$ cat config.mk
export PLATFORM = sky130hd
export DESIGN_NAME = ifu_prefetch_flat
export DESIGN_NICKNAME = d
export VERILOG_FILES = /design/src/rtl/ifu_pkg.sv /design/src/rtl/uni_if.sv /design/src/rtl/ifq_fifo.sv /design/src/rtl/stl_reg.sv /design/src/rtl/ifu_prefetch.sv /design/src/flat_wrapper.sv
export SDC_FILE = /design/constraint.sdc
export NUM_CORES = 1
export LEC_CHECK = 0
export CELL_PAD_IN_SITES_DETAIL_PLACEMENT = 1
export CELL_PAD_IN_SITES_GLOBAL_PLACEMENT = 1
export CORE_MARGIN = 2
export CORE_UTILIZATION = 30
export CTS_CLUSTER_DIAMETER = 120
export DETAILED_ROUTE_END_ITERATION = 16
export PLACE_DENSITY = 0.61
export SYNTH_ARGS = -nofsm -noshare
export SYNTH_HDL_FRONTEND = slang
export SYNTH_SLANG_ARGS = --single-unit
$ cat constraint.sdc
create_clock -name i_clk -period 16.8 [get_ports i_clk]
set_input_delay 3.36 -clock i_clk [delete_from_list [all_inputs] [get_ports i_clk]]
set_output_delay 3.36 -clock i_clk [all_outputs]
set_load 0.1 [all_outputs]
$ cat src/rtl/ifu_pkg.sv
`default_nettype none
// ============================================================================
// Module   : ifu_pkg
// Purpose  : Shared types and constants for the instruction prefetch unit.
//            Holds the default datapath widths, the cache request-type codes
//            and the fetch-queue entry type {pc, ins}.
// Revision : 1.0  initial release
// ============================================================================
package ifu_pkg;

  localparam int IFU_CPU_WIDTH = 32;
  localparam int IFU_INS_WIDTH = 32;
  localparam int IFU_ADR_WIDTH = 32;

  // Bytes per instruction; the sequential PC advances by this amount.
  localparam int INS_BYTES = IFU_INS_WIDTH / 8;

  localparam logic [1:0] REQ_READ  = 2'b00;
  localparam logic [1:0] REQ_WRITE = 2'b01;

  typedef struct packed {
    logic [IFU_CPU_WIDTH-1:0] pc;
    logic [IFU_INS_WIDTH-1:0] ins;
  } fetch_entry_t;

endpackage
`default_nettype wire

$ cat src/rtl/uni_if.sv
`default_nettype none
// ============================================================================
// Module   : uni_if
// Purpose  : Generic valid/ready memory port used between cores and caches.
// Ports    : valid/addr/size/reqtyp/wdata driven by the master,
//            ready/rdata driven by the slave. rdata is valid in the
//            valid & ready cycle.
// Revision : 1.0  initial release
// ============================================================================
interface uni_if #(
  parameter int ADR_WIDTH = 32,
  parameter int DAT_WIDTH = 32
);
  logic                 valid;
  logic                 ready;
  logic [ADR_WIDTH-1:0] addr;
  logic [1:0]           size;
  logic [1:0]           reqtyp;
  logic [DAT_WIDTH-1:0] wdata;
  logic [DAT_WIDTH-1:0] rdata;

  modport Master (output valid, addr, size, reqtyp, wdata, input ready, rdata);
  modport Slave  (input valid, addr, size, reqtyp, wdata, output ready, rdata);
endinterface
`default_nettype wire

$ cat src/rtl/ifq_fifo.sv
`default_nettype none
// ============================================================================
// Module   : ifq_fifo
// Purpose  : Fetch queue. Power-of-two deep FIFO with a synchronous clear
//            and an occupancy count. The head entry is shown combinationally.
// Ports    : clk, rst   clock / synchronous reset (also zeroes all entries)
//            clr        synchronous clear of pointers and count
//            push, din  write an entry (caller guarantees not full)
//            pop        drop the head entry (caller guarantees not empty)
//            head       current head entry
//            count      number of stored entries, 0..DEPTH
// Revision : 1.0  initial release
// ============================================================================
module ifq_fifo #(
  parameter int  DEPTH   = 4,
  parameter type entry_t = logic [63:0]
) (
  input  logic                   clk,
  input  logic                   rst,
  input  logic                   clr,
  input  logic                   push,
  input  entry_t                 din,
  input  logic                   pop,
  output entry_t                 head,
  output logic [$clog2(DEPTH):0] count
);

  localparam int PW = $clog2(DEPTH);

  entry_t          mem [DEPTH];
  logic [PW-1:0]   rd_ptr;
  logic [PW-1:0]   wr_ptr;

  // Pointers wrap naturally because DEPTH is a power of two.
  always_ff @(posedge clk) begin
    if (rst || clr) begin
      rd_ptr <= '0;
      wr_ptr <= '0;
      count  <= '0;
    end else begin
      if (push) wr_ptr <= wr_ptr + 1'b1;
      if (pop)  rd_ptr <= rd_ptr + 1'b1;
      case ({push, pop})
        2'b10:   count <= count + 1'b1;
        2'b01:   count <= count - 1'b1;
        default: count <= count;
      endcase
    end
  end

  always_ff @(posedge clk) begin
    if (rst) begin
      for (int i = 0; i < DEPTH; i++) begin
        mem[i] <= '0;
      end
    end else if (push && !clr) begin
      mem[wr_ptr] <= din;
    end
  end

  assign head = mem[rd_ptr];

endmodule
`default_nettype wire

$ cat src/rtl/stl_reg.sv
`default_nettype none
// ============================================================================
// Module   : stl_reg
// Purpose  : Plain enabled register with synchronous active-high reset.
// Ports    : clk, rst   clock / synchronous reset
//            wen        load enable
//            din, dout  data in / registered data out
// Revision : 1.0  initial release
// ============================================================================
module stl_reg #(
  parameter int               WIDTH     = 1,
  parameter logic [WIDTH-1:0] RESET_VAL = '0
) (
  input  logic             clk,
  input  logic             rst,
  input  logic             wen,
  input  logic [WIDTH-1:0] din,
  output logic [WIDTH-1:0] dout
);

  always_ff @(posedge clk) begin
    if (rst) begin
      dout <= RESET_VAL;
    end else if (wen) begin
      dout <= din;
    end
  end

endmodule
`default_nettype wire

$ cat src/rtl/ifu_prefetch.sv
`default_nettype none
// ============================================================================
// Module   : ifu_prefetch
// Purpose  : Instruction fetch unit with a sequential fetch PC and an
//            FQ_DEPTH-entry fetch queue between the I-cache and decode.
//            A redirect (i_flush) drops everything queued or in flight and
//            restarts fetch at the aligned i_flush_pc.
// Ports    : i_clk, i_rst          clock / synchronous active-high reset
//            iCacheIf_M            I-cache master port
//            i_flush, i_flush_pc   redirect and its target
//            i_fetch_hold          suppress new (not pending) requests
//            o_post_valid          instruction available to decode
//            i_post_ready          decode accepts
//            o_ifu_pc, o_ifu_ins   head instruction and its PC
//            o_fq_count            queue occupancy
// Revision : 1.0  initial release
// ============================================================================
module ifu_prefetch
  import ifu_pkg::*;
#(
  parameter int                   CPU_WIDTH = IFU_CPU_WIDTH,
  parameter int                   INS_WIDTH = IFU_INS_WIDTH,
  parameter int                   ADR_WIDTH = IFU_ADR_WIDTH,
  parameter int                   FQ_DEPTH  = 4,
  parameter logic [CPU_WIDTH-1:0] RESET_PC  = 32'h8000_0000,
  parameter bit                   BYPASS    = 1'b1
) (
  input  logic                        i_clk,
  input  logic                        i_rst,
  uni_if.Master                       iCacheIf_M,
  input  logic                        i_flush,
  input  logic [CPU_WIDTH-1:0]        i_flush_pc,
  input  logic                        i_fetch_hold,
  output logic                        o_post_valid,
  input  logic                        i_post_ready,
  output logic [CPU_WIDTH-1:0]        o_ifu_pc,
  output logic [INS_WIDTH-1:0]        o_ifu_ins,
  output logic [$clog2(FQ_DEPTH):0]   o_fq_count
);

  localparam int CW = $clog2(FQ_DEPTH) + 1;

  logic [CPU_WIDTH-1:0] fetch_pc;
  logic [CPU_WIDTH-1:0] fetch_pc_nxt;
  logic                 fetch_pc_wen;
  logic                 req_pend;
  logic                 req_pend_nxt;
  logic [CW-1:0]        count;
  logic                 req_valid;
  logic                 csh;
  logic                 bypass;
  logic                 push;
  logic                 pop;
  fetch_entry_t         head;
  fetch_entry_t         new_entry;

  // Request: a pending request is held until accepted regardless of hold or
  // queue level; only a redirect withdraws it. Fullness uses the registered
  // count so decode's ready never reaches the cache valid combinationally.
  assign req_valid = !i_flush &&
                     (req_pend || (!i_fetch_hold && (count < CW'(FQ_DEPTH))));
  assign csh       = req_valid && iCacheIf_M.ready;

  assign iCacheIf_M.valid  = req_valid;
  assign iCacheIf_M.addr   = fetch_pc[ADR_WIDTH-1:0];
  assign iCacheIf_M.size   = 2'b10;
  assign iCacheIf_M.reqtyp = REQ_READ;
  assign iCacheIf_M.wdata  = '0;

  assign new_entry = '{pc: fetch_pc, ins: iCacheIf_M.rdata[INS_WIDTH-1:0]};

  // Bypass: with an empty queue the response goes straight to decode. csh is
  // already false during a flush, so the bypass cannot leak a discarded word.
  assign bypass = BYPASS && csh && (count == '0);

  assign o_post_valid = !i_flush && ((count != '0) || bypass);
  assign o_ifu_pc     = bypass ? new_entry.pc  : head.pc;
  assign o_ifu_ins    = bypass ? new_entry.ins : head.ins;
  assign o_fq_count   = count;

  // A bypassed word that decode takes this cycle never enters the queue; the
  // queue is empty then, so the FIFO itself must not pop either.
  assign push = csh && !(bypass && i_post_ready);
  assign pop  = o_post_valid && i_post_ready && !bypass;

  // Redirect target is forced onto an instruction boundary.
  assign fetch_pc_wen = i_flush || csh;
  assign fetch_pc_nxt = i_flush ? (i_flush_pc & ~CPU_WIDTH'(INS_BYTES - 1))
                                : (fetch_pc + CPU_WIDTH'(INS_BYTES));

  assign req_pend_nxt = req_valid && !iCacheIf_M.ready;

  stl_reg #(
    .WIDTH     (CPU_WIDTH),
    .RESET_VAL (RESET_PC)
  ) u_fetch_pc (
    .clk  (i_clk),
    .rst  (i_rst),
    .wen  (fetch_pc_wen),
    .din  (fetch_pc_nxt),
    .dout (fetch_pc)
  );

  stl_reg #(
    .WIDTH     (1),
    .RESET_VAL (1'b0)
  ) u_req_pend (
    .clk  (i_clk),
    .rst  (i_rst),
    .wen  (1'b1),
    .din  (req_pend_nxt),
    .dout (req_pend)
  );

  ifq_fifo #(
    .DEPTH   (FQ_DEPTH),
    .entry_t (fetch_entry_t)
  ) u_fq (
    .clk   (i_clk),
    .rst   (i_rst),
    .clr   (i_flush),
    .push  (push),
    .din   (new_entry),
    .pop   (pop),
    .head  (head),
    .count (count)
  );

endmodule
`default_nettype wire

$ cat src/flat_wrapper.sv
// flat-port wrapper written by rule: the top's interface ports become plain ports
module ifu_prefetch_flat import ifu_pkg::*;
#(
  parameter int                   CPU_WIDTH = IFU_CPU_WIDTH,
  parameter int                   INS_WIDTH = IFU_INS_WIDTH,
  parameter int                   ADR_WIDTH = IFU_ADR_WIDTH,
  parameter int                   FQ_DEPTH  = 4,
  parameter logic [CPU_WIDTH-1:0] RESET_PC  = 32'h8000_0000,
  parameter bit                   BYPASS    = 1'b1
)
  (i_clk, i_rst, i_flush, i_flush_pc, i_fetch_hold, o_post_valid, i_post_ready, o_ifu_pc, o_ifu_ins, o_fq_count, iCacheIf_M_valid, iCacheIf_M_addr, iCacheIf_M_size, iCacheIf_M_reqtyp, iCacheIf_M_wdata, iCacheIf_M_ready, iCacheIf_M_rdata);
  uni_if #(.ADR_WIDTH(ADR_WIDTH), .DAT_WIDTH(32)) iCacheIf_M_i ();
  input  logic i_clk;
  input  logic i_rst;
  input  logic i_flush;
  input  logic [CPU_WIDTH-1:0] i_flush_pc;
  input  logic i_fetch_hold;
  output logic o_post_valid;
  input  logic i_post_ready;
  output logic [CPU_WIDTH-1:0] o_ifu_pc;
  output logic [INS_WIDTH-1:0] o_ifu_ins;
  output logic [$clog2(FQ_DEPTH):0] o_fq_count;
  output wire logic [$bits(iCacheIf_M_i.valid)-1:0] iCacheIf_M_valid;
  output wire logic [$bits(iCacheIf_M_i.addr)-1:0] iCacheIf_M_addr;
  output wire logic [$bits(iCacheIf_M_i.size)-1:0] iCacheIf_M_size;
  output wire logic [$bits(iCacheIf_M_i.reqtyp)-1:0] iCacheIf_M_reqtyp;
  output wire logic [$bits(iCacheIf_M_i.wdata)-1:0] iCacheIf_M_wdata;
  input wire logic [$bits(iCacheIf_M_i.ready)-1:0] iCacheIf_M_ready;
  input wire logic [$bits(iCacheIf_M_i.rdata)-1:0] iCacheIf_M_rdata;
  assign iCacheIf_M_valid = iCacheIf_M_i.valid;
  assign iCacheIf_M_addr = iCacheIf_M_i.addr;
  assign iCacheIf_M_size = iCacheIf_M_i.size;
  assign iCacheIf_M_reqtyp = iCacheIf_M_i.reqtyp;
  assign iCacheIf_M_wdata = iCacheIf_M_i.wdata;
  assign iCacheIf_M_i.ready = iCacheIf_M_ready;
  assign iCacheIf_M_i.rdata = iCacheIf_M_rdata;
  ifu_prefetch #(.CPU_WIDTH(CPU_WIDTH), .INS_WIDTH(INS_WIDTH), .ADR_WIDTH(ADR_WIDTH), .FQ_DEPTH(FQ_DEPTH), .RESET_PC(RESET_PC), .BYPASS(BYPASS)) u_core (.i_clk(i_clk), .i_rst(i_rst), .iCacheIf_M(iCacheIf_M_i), .i_flush(i_flush), .i_flush_pc(i_flush_pc), .i_fetch_hold(i_fetch_hold), .o_post_valid(o_post_valid), .i_post_ready(i_post_ready), .o_ifu_pc(o_ifu_pc), .o_ifu_ins(o_ifu_ins), .o_fq_count(o_fq_count));
endmodule
==> impl_metrics.env <==
export IMPL_vias=8608
export IMPL_preCtsSetupSlack_ps=6600
export IMPL_post_cts_buffers=0
export IMPL_cts_sinks=292
export IMPL_rsz0062_at_grt="false"
export IMPL_rrSetupSlack_ps=13480
export IMPL_initial_core_util=0.303
export IMPL_drt_iter0_markers=580
export IMPL_cts_root_buf="clkbuf_16"
export IMPL_clk_latency_ps=540
export IMPL_clkPwrFrac=0.392
export IMPL_row_count=79
export IMPL_async_flop_share=0
export IMPL_die_y_um=220
export IMPL_hpwl_um=22100
export IMPL_antenna_found_initial=2
export IMPL_rr_worst_depth=6
export IMPL_drc_errors=0
export IMPL_clock_path_buffers=3
export IMPL_worstHoldStart="u_core.u_fq.rd_ptr[1]"
export IMPL_slew_viol_final=0
export IMPL_synth_top_family_by_area="simple AND/OR/NAND/NOR gates"
export IMPL_place_port_buffers=166
export IMPL_h_tree_depth=2
export IMPL_p_sw_w=0.000535
export IMPL_leakage_nw=6.27
export IMPL_grt_max_degree=87
export IMPL_worst_slew_pin_slew_ps=1130
export IMPL_synth_edf_count=252
export IMPL_cts_tree="yes"
export IMPL_avgSynthCellArea_um2=14.1
export IMPL_synth_top_area_share=0.539
export IMPL_finalHoldViolCount=0
export IMPL_yosys_area_share_adder=0.00321
export IMPL_drive_above_1_share=0.180
export IMPL_ys_flop_type="edfxtp_1"
export IMPL_cp_arrival_ps=6740
export IMPL_ys_ff_latch=292
export IMPL_mostFrequentLayoutCell="edfxtp_1"
export IMPL_drtAntennaViolNets=0
export IMPL_avgRoutedWirePerCell_um=22.1
export IMPL_finalCritPeriodShare=0.601
export IMPL_period_needed_ps=10100
export IMPL_layout_common_cells="252 x edfxtp_1, 188 x and2_1, 166 x clkdlybuf4s50_1, 69 x and3_1"
export IMPL_seq_power_share=0.454
export IMPL_coreArea_um2=46400
export IMPL_status="complete, no violations"
export IMPL_crit_chain="clkdlybuf4s50_1 > o21ba_4 > nor2_1 > nand3_4 > buf_4 > mux2_2 > clkdlybuf4s50_1"
export IMPL_n_antenna_cell=0
export IMPL_final_fill_count=4848
export IMPL_synthMuxAreaShare=0.152
export IMPL_grt_usage=0.163
export IMPL_grt_pass1_vias=9324
export IMPL_hp_class="flop to flop"
export IMPL_power_internal_w=0.00131
export IMPL_yosysWarnings=0
export IMPL_syn_area_um2=14000
export IMPL_gp_congestion=0.712
export IMPL_fmax_mhz=99.0
export IMPL_synth_top_cell_by_area="edfxtp_1"
export IMPL_min_to="u_core.u_fq.rd_ptr[1]"
export IMPL_finalWirelength_um=39100
export IMPL_ys_types=50
export IMPL_synth_xor_area_frac=0.0175
export IMPL_areaGrowthSynthToFinish_pct=22.8
export IMPL_clk_pin_slew_ps=50
export IMPL_critPathSlowestCell="clkdlybuf4s50_1"
export IMPL_max_stage_delay_ps=1180
export IMPL_finClkSkew_ps=22.1
export IMPL_tns_ps=0
export IMPL_cp_max_fo=51
export IMPL_maxSlewHeadroom=0.247
export IMPL_comb_power_share=0.154
export IMPL_synth_compound_area_frac=0.0242
export IMPL_dr_pass1_iters=4
export IMPL_worst_setup_path_type="input port to output pin"
export IMPL_final_util=0.372
export IMPL_postCtsHoldBufs=0
export IMPL_fin_nets=1212
export IMPL_ys_top_cells_by_area="edfxtp_1 54%, mux4_2 10%, and2_1 8.4%"
export IMPL_max_cap_violations=0
export IMPL_cts_made_buffers=35
export IMPL_r2r_end="u_core.u_fq.mem[0][22]"
export IMPL_r2r_start="u_core.u_fq.count[2]"
export IMPL_setup_viol_count_final=0
export IMPL_dieArea_um2=48500
export IMPL_p_sw_frac=0.291
export IMPL_synthSimpleGateAreaFrac=0.159
export IMPL_ctsResizeCount=0
export IMPL_syn_inst=997
export IMPL_crit_top_cell="clkdlybuf4s50_1"
export IMPL_fp_dieW_um=220
export IMPL_p_per_area_nw_per_um2=107
export IMPL_startpoint_type="input port"
export IMPL_io_pins=207
export IMPL_overflow=0
export IMPL_routed_via_density=4.86
export IMPL_ys_seq_area_frac=0.596
export IMPL_min_path_cells=2
export IMPL_cp_end_kind="output pin"
export IMPL_cp_required_ps=13440
export IMPL_ir_worst_vdd_uv=52.7
export IMPL_fin_ws_ps=6700
export IMPL_grt_pass1_wl_um=58800
==> layer usage <==
metal	routed length, um	part of all wire	global-route usage
met1	17800	0.45	0.219
met2	18800	0.48	0.271
met3	1860	0.047	0.0289
met4	666	0.017	0.0468
met5	23	0.00059	0
==> cells in the mapped netlist, types with 11 or more instances <==
cell and number:
a211oi_1 14, a21oi_1 11, and2_1 188, and3_1 69
buf_2 19, buf_4 41, clkbuf_1 43, clkbuf_2 14
dfxtp_1 40, edfxtp_1 252, mux2_2 63, mux4_2 63
nand2_1 32, nand3_1 14, nand4_1 12, nor2_1 33
xor2_1 18
==> registers in the layout, summed over array words and instances (netlist names), named ones only <==
register / flops
u_core.u_fetch_pc.dout: 30
u_core.u_fq.count: 3
u_core.u_fq.mem: 252
u_core.u_fq.rd_ptr: 2
u_core.u_fq.wr_ptr: 2
u_core.u_req_pend.dout: 1
==> power groups by stage <==
stage / Combinational [W] / Sequential [W] / Clock, W
2_1_floorplan: 0.000188 / 0.000874 / 0
3_3_place_gp: 0.000284 / 0.000849 / 0
3_5_place_dp: 0.000285 / 0.000851 / 0
4_1_cts: 0.000285 / 0.000836 / 0.000745
5_1_grt: 0.000294 / 0.000840 / 0.000769
6_report: 0.000283 / 0.000835 / 0.000722
==> metrics by stage <==
stage	instances	total power [W]	hold WS, ps	cell area, um^2
floorplan	1037	0.00106	485	14200
global placement	1709	0.00113	515	16200
detailed placement	1709	0.00114	523	16200
CTS	1773	0.00187	543	17200
global route	1773	0.00190	583	17200
finish	1773	0.00184	526	17200
==> cell type report <==
type | count | area [um^2] | share of cell area
inverter | 6 | 22.5 | 0.00131
tap | 607 | 759 | 0.0441
clock buffer | 52 | 980 | 0.0569
multi-input combinational | 621 | 5210 | 0.302
clock inverter | 12 | 95.1 | 0.00552
timing repair buffer | 183 | 1790 | 0.104
sequential | 292 | 8380 | 0.486
==> worst max-delay path: cells and delay by family <==
family / cells / cell delay [ps]
muxes: 1 / 290
and+or+nand+nor: 2 / 350
buffers and inverters: 3 / 2480
AOI/OAI and AO/OA: 1 / 210
==> worst max path at each step <==
stage / startpoint / end / slack (ps) / cells past startpoint
finish: i_fetch_hold / o_ifu_pc[2] / 6700 / 7
global route: i_fetch_hold / o_ifu_ins[19] / 6530 / 7
CTS: i_fetch_hold / o_ifu_pc[2] / 6600 / 7
detailed placement: i_fetch_hold / o_ifu_ins[20] / 6600 / 7
global placement: i_fetch_hold / o_ifu_pc[2] / 6620 / 7
floorplan: i_fetch_hold / o_ifu_pc[1] / 6840 / 6
==> cells by family (layout without fill, tap and decap cells) <==
kind of cell,Yosys count,after routing
compound gates,48,48
xor+xnor,28,28
fa+ha+maj,3,3
buf+inv,124,253
flops,292,292
mux,126,126
other cells,2,42
simple gates,374,374
Note: power is estimated with default switching activity, not from simulation.
